[src/rtl/cordic_iter_core.sv]
// Iterative circular CORDIC engine, one micro-rotation per clock.
// Rotation and vectoring modes; CORDIC gain is left uncompensated.
module cordic_iter_core #(
    parameter int Width = 16,
    parameter int Iter  = 14
) (
    input  logic                    clk_i,
    input  logic                    rst_i,
    input  logic                    in_valid_i,
    output logic                    in_ready_o,
    input  logic                    mode_i,
    input  logic signed [Width-1:0] x_i,
    input  logic signed [Width-1:0] y_i,
    input  logic signed [Width-1:0] z_i,
    output logic                    out_valid_o,
    input  logic                    out_ready_i,
    output logic signed [Width-1:0] x_o,
    output logic signed [Width-1:0] y_o,
    output logic signed [Width-1:0] z_o
);

    localparam int XW = Width + 2;
    localparam int CW = $clog2(Iter + 1);

    if (Iter < 1 || Iter > Width - 1) begin : g_bad_iter
        $error("cordic_iter_core: Iter must be 1..Width-1");
    end

    function automatic logic [Iter*Width-1:0] build_rom();
        logic [Iter*Width-1:0] rom;
        real a;
        real scale;
        rom   = '0;
        scale = 1.0;
        for (int k = 0; k < Width - 3; k++) scale = scale * 2.0;
        for (int i = 0; i < Iter; i++) begin
            case (i)
                0:  a = 0.7853981633974483;
                1:  a = 0.4636476090008061;
                2:  a = 0.24497866312686414;
                3:  a = 0.12435499454676144;
                4:  a = 0.06241880999595735;
                5:  a = 0.031239833430268277;
                6:  a = 0.015623728620476831;
                7:  a = 0.007812341060101111;
                8:  a = 0.0039062301319669718;
                9:  a = 0.0019531225164788188;
                10: a = 0.0009765621895593195;
                11: a = 0.0004882812111948983;
                12: a = 0.00024414062014936177;
                13: a = 0.00012207031189367021;
                14: a = 0.00006103515617420877;
                default: begin
                    // atan(2^-i) == 2^-i well below 1 LSB here
                    a = 1.0;
                    for (int k = 0; k < i; k++) a = a / 2.0;
                end
            endcase
            rom[i*Width +: Width] = Width'($rtoi(a * scale + 0.5));
        end
        return rom;
    endfunction

    localparam logic [Iter*Width-1:0] ATAN_ROM = build_rom();

    function automatic logic signed [Width-1:0] sat(
        input logic signed [XW-1:0] v
    );
        if ((&v[XW-1:Width-1]) || !(|v[XW-1:Width-1]))
            return v[Width-1:0];
        else if (v[XW-1])
            return {1'b1, {(Width-1){1'b0}}};
        else
            return {1'b0, {(Width-1){1'b1}}};
    endfunction

    typedef enum logic [1:0] {IDLE, RUN, DONE} state_t;

    state_t                  state;
    logic signed [XW-1:0]    x_q, y_q;
    logic signed [XW-1:0]    x_sh, y_sh;
    logic signed [XW-1:0]    x_nx, y_nx;
    logic signed [Width-1:0] z_q, z_nx, atan;
    logic                    mode_q, d;
    logic [CW-1:0]           cnt;

    always_comb begin
        x_sh = x_q >>> cnt;
        y_sh = y_q >>> cnt;
        atan = ATAN_ROM[int'(cnt)*Width +: Width];
        // d=1 means "angle negative": rotate clockwise, add atan
        d    = mode_q ? ~y_q[XW-1] : z_q[Width-1];
        if (d) begin
            x_nx = x_q + y_sh;
            y_nx = y_q - x_sh;
            z_nx = z_q + atan;
        end else begin
            x_nx = x_q - y_sh;
            y_nx = y_q + x_sh;
            z_nx = z_q - atan;
        end
    end

    always_ff @(posedge clk_i or posedge rst_i) begin
        if (rst_i) begin
            state       <= IDLE;
            in_ready_o  <= 1'b1;
            out_valid_o <= 1'b0;
            x_o         <= '0;
            y_o         <= '0;
            z_o         <= '0;
            x_q         <= '0;
            y_q         <= '0;
            z_q         <= '0;
            mode_q      <= 1'b0;
            cnt         <= '0;
        end else begin
            unique case (state)
                IDLE: begin
                    if (in_valid_i && in_ready_o) begin
                        x_q        <= {{2{x_i[Width-1]}}, x_i};
                        y_q        <= {{2{y_i[Width-1]}}, y_i};
                        z_q        <= z_i;
                        mode_q     <= mode_i;
                        cnt        <= '0;
                        in_ready_o <= 1'b0;
                        state      <= RUN;
                    end
                end
                RUN: begin
                    x_q <= x_nx;
                    y_q <= y_nx;
                    z_q <= z_nx;
                    cnt <= cnt + CW'(1);
                    if (cnt == CW'(Iter - 1)) begin
                        x_o         <= sat(x_nx);
                        y_o         <= sat(y_nx);
                        z_o         <= z_nx;
                        out_valid_o <= 1'b1;
                        state       <= DONE;
                    end
                end
                DONE: begin
                    if (out_ready_i) begin
                        out_valid_o <= 1'b0;
                        in_ready_o  <= 1'b1;
                        state       <= IDLE;
                    end
                end
                default: state <= IDLE;
            endcase
        end
    end

endmodule

[config.mk]
export PLATFORM = sky130hd
export DESIGN_NAME = cordic_iter_core
export DESIGN_NICKNAME = d
export VERILOG_FILES = /design/src/rtl/cordic_iter_core.sv
export SDC_FILE = /design/constraint.sdc
export NUM_CORES = 1
export LEC_CHECK = 0
export BUFFER_PORTS_ARGS = -buffer_cell sky130_fd_sc_hd__buf_2
export CORE_UTILIZATION = 30
export CTS_CLUSTER_SIZE = 16
export DETAILED_ROUTE_END_ITERATION = 7
export GPL_ROUTABILITY_DRIVEN = 0
export GPL_TIMING_DRIVEN = 0
export PLACE_DENSITY = 0.45
export RECOVER_POWER = 100
export REMOVE_ABC_BUFFERS = 1
export SKIP_LAST_GASP = 1
export SYNTH_ARGS = -nofsm -noshare
export SYNTH_HDL_FRONTEND = slang
export SYNTH_SLANG_ARGS = --single-unit
[constraint.sdc]
create_clock -name clk_i -period 5.9 [get_ports clk_i]
set_input_delay 1.18 -clock clk_i [delete_from_list [all_inputs] [get_ports clk_i]]
set_output_delay 1.18 -clock clk_i [all_outputs]
set_load 0.02 [all_outputs]
==> impl_summary.txt <==
----------------------------------------------------
[Yosys]
  Warning count from the yosys run ... 0
  Area share of the largest cell type after synthesis ... 0.266
  Cells taking the most area after synthesis ... dfrtp_1, ha_1, mux4_2
  Most used flip-flop cell after synthesis ... dfrtp_1
  Flop and latch count out of synthesis ... 109
  Synthesized netlist cell count ... 1179
  Cell area after synthesis ... 10200 sq um
  Leading area contributor after synthesis ... dfrtp_1
  Count of unique library cells instantiated by Yosys ... 77
  Sequential cell area fraction in the yosys report ... 0.268
  Average cell area after synthesis ... 8.63 sq um
  Number of flops mapped to enable cells by yosys ... 0
  Share of flip-flops with an asynchronous set or reset after synthesis ... 1.00

[Worst setup path]
  Last element of the critical path ... y_o[4]
  Cell with the largest stage delay on the worst path ... mux4_2
  CP required ... 6.15 ns
  Launch point of the worst reg-to-reg path ... cnt[0]
  Critical Path Start Type ... flop
  Number of stages on the worst setup path ... 17
  Largest delay contributor family on the critical path ... compound AO/OA/AOI/OAI gates
  FF-to-FF setup slack ... 0.26 ns
  Kind of critical path ... reg -> reg
  CP Max Fanout ... 32
  Endpoint of the worst-slack reg-to-reg timing path ... y_o[4]
  Number of buffer and inverter instances along the worst setup path ... 2
  Crit. Startpoint ... cnt[0]
  Worst Reg2Reg Path Length in Cells ... 17
  Capturing element type of the critical path ... flop
  Worst stage delay on the critical path ... 0.59 ns
  Cells along the critical path ... buf_12 > mux4_2 > mux4_2 > nor4b_2 > a31oi_1 > xor2_1 > ha_1 > and3_1 > a221oi_2 > o2bb2ai_1 > a41oi_1 > a21boi_0 > a31oi_1 > xor3_2 > o22ai_4 > buf_12 > o22ai_1
  Arrival time reported for the critical path endpoint ... 5.89 ns

[Die]
  Vertical extent of the die ... 186 um
  Total Die Area ... 34700 sq um
  Number of placement rows ... 67
  Area of the core region ... 33400 sq um
  IO Count ... 103
  Die X-Extent ... 186 um
  Starting Density ... 0.304

[Drt]
  Iteration-0 DRC Markers ... 563
  Iteration count of the initial detailed-routing pass ... 5
  Detail-routed via count per cell ... 5.31
  DRC violation count after routing ... 0
  Vias ... 9002
  Total wirelength of the detailed-routed design ... 30.8 mm
  Routed wire per std cell ... 18.1 um
  Remaining antenna violation count after routing ... 0

[Worst hold path]
  Tightest Hold Check Type ... reg -> reg
  Worst hold start ... z_o[10]

[Clock tree]
  CTS Buf Count ... 9
  CTS sink count ... 109
  CTS root buffer ... clkbuf_16
  Worst-case clock buffer depth ... 2
  H-tree lvl count ... 3
  CTS clock-pin slew for the worst setup and hold paths ... 0.08 ns
  Clock tree from TritonCTS ... yes
  Insertion delay to the later sink of the worst-skew pair ... 0.37 ns

[Run]
  Number of maximum-capacitance constraint violations ... 2

[Finish]
  Final layout net count ... 1361
  Diode count ... 0
  Finished Cell Area ... 11600 sq um
  Multi-input combinational cell area ... 7090 sq um
  Filler Cells Inserted ... 3531
  Core Util, Final ... 0.346
  Sequential cell area in the final layout ... 2740 sq um
  Proportion of layout cells with a drive suffix above 1 ... 0.147
  Area growth from synthesis to layout ... 13.9%

[Timing]
  Setup skew after layout ... 0.0108 ns
  Hold Fails Final Rpt ... 0
  Total of endpoints with negative setup slack in the final report ... 0
  Transition time at the pin with the least slew margin ... 2.02 ns
  Minimum clock period after layout ... 5.64 ns
  Worst-case headroom to the max-slew limit ... -0.351
  Minimum hold slack ... 0.471 ns
  Final slew viol count ... 112
  Fin crit share ... 0.955
  Achievable frequency ... 0.177 GHz

[GRT]
  Wire length of the first global-routing pass ... 48.7 mm
  Number of global-route vias before repair ... 8734
  Total grt overflow ... 0
  Largest net degree at the start of global routing ... 68
  Global Route Usage Sum ... 0.181
  Number of antenna violations at the first check in global routing ... 0

[Place]
  # port buffers ... 102
  Placed standard-cell area ... 11200 sq um
  Detailed placement HPWL ... 22.8 mm

[Status]
  Outcome ... finished with violations
  Violated checks ... max-capacitance violations, max-slew violations

----------------------------------------------------
[sequential cells by signal (all words and copies together), names as in the netlist]
signal       count
out_valid_o      1
z_q             16
in_ready_o       1
y_q             18
y_o             16
cnt              4
x_q             18
x_o             16
state            2
z_o             16
mode_q           1
[cells by family after synthesis]
kind of cell / share of synthesized area
AOI/OAI and AO/OA: 0.232
and+or+nand+nor: 0.146
muxes: 0.155
buffers and inverters: 0.0451
DFF: 0.268
xor gates and xnor gates: 0.0720
adders and majority gates: 0.0821
[stage by stage]
step           cells  setup TNS (ns)  worst slack (ns)
6_report        1696               0             0.265
4_1_cts         1688               0           0.00708
3_3_place_gp    1657         -369.35             -7.38
5_1_grt         1696         -0.0393           -0.0126
2_1_floorplan   1107          -92.34             -2.08
3_5_place_dp    1670          -13.17            -0.592
[worst min-delay path, cell delays in order, from the launching register on]
cell	delay, ns
dfrtp_1	0.34
nand2_1	0.05
nand2_1	0.05
[cell type report]
type	count	share of cell area
Clock buffer	9	0.0194
Sequential cell	109	0.237
Timing Repair Buffer	124	0.0638
Clock inverter	7	0.00637
Tap cell	448	0.0484
Timing Repair inverter	1	0.000432
Multi-Input combinational cell	960	0.612
Inverter	38	0.0130
[cell usage in the layout (no fill, tap or decap), types with 13 or more instances in the layout]
cell type / synthesis / routed
clkbuf_1: 40 / 53
a211oi_1: 17 / 17
buf_2: 13 / 52
mux2_2: 25 / 25
a21o_1: 19 / 19
nor2_1: 95 / 93
xor2_1: 25 / 25
xnor2_1: 56 / 55
mux4_2: 31 / 31
nand2_1: 129 / 129
dfrtp_1: 108 / 104
nor2b_1: 19 / 19
inv_1: 36 / 34
mux2i_1: 60 / 58
ha_1: 62 / 62
o21ai_0: 114 / 114
a21oi_1: 79 / 79
nor3_1: 18 / 18
o22ai_1: 38 / 38
a31oi_1: 13 / 13
[routing by layer]
metal	GRT usage	vias up	part of all wire
met1	0.243	4319	0.47
li1	-	4460	-
met2	0.303	200	0.47
met4	0.0393	0	0.012
met3	0.0298	23	0.048
met5	0	-	0
[cells in the mapped netlist, types with 8 or more instances]
| library cell | n |
|---|---|
| and2_1 | 8 |
| mux2_2 | 25 |
| or2_2 | 9 |
| buf_1 | 14 |
| o31ai_1 | 8 |
| clkbuf_1 | 40 |
| nand2_1 | 129 |
| o22ai_1 | 38 |
| buf_2 | 13 |
| inv_1 | 36 |
| a31oi_1 | 13 |
| a21oi_1 | 79 |
| a211oi_1 | 17 |
| a21o_1 | 19 |
| ha_1 | 62 |
| xnor2_1 | 56 |
| nand3_1 | 11 |
| o21ai_0 | 114 |
| nor2_1 | 95 |
| nor2b_1 | 19 |
| dfrtp_1 | 108 |
| nor3_1 | 18 |
| mux2i_1 | 60 |
| mux4_2 | 31 |
| xor2_1 | 25 |
| nand2b_1 | 12 |
[worst min-delay path by stage]
stage	end	slack, ns	cells past startpoint
2_1_floorplan	z_q[2]	0.49	1
3_3_place_gp	z_o[6]	0.46	2
3_5_place_dp	z_o[10]	0.46	2
4_1_cts	z_o[10]	0.48	2
5_1_grt	z_o[9]	0.50	2
6_report	z_o[10]	0.47	2
[what timing repair did]
| item | 4_1_cts | 5_1_grt |
|---|---|---|
| hold buffers | 0 | 0 |
| pin swaps | 2 | 3 |
| setup endpoints to repair | 30 | 35 |
| buffers inserted | 2 | 7 |
| cloned | 0 | 1 |
| gates resized for setup | 8 | 8 |
Power is not shown: default switching activity piles up to over one toggle a cycle in this logic, so the estimate is an artifact.
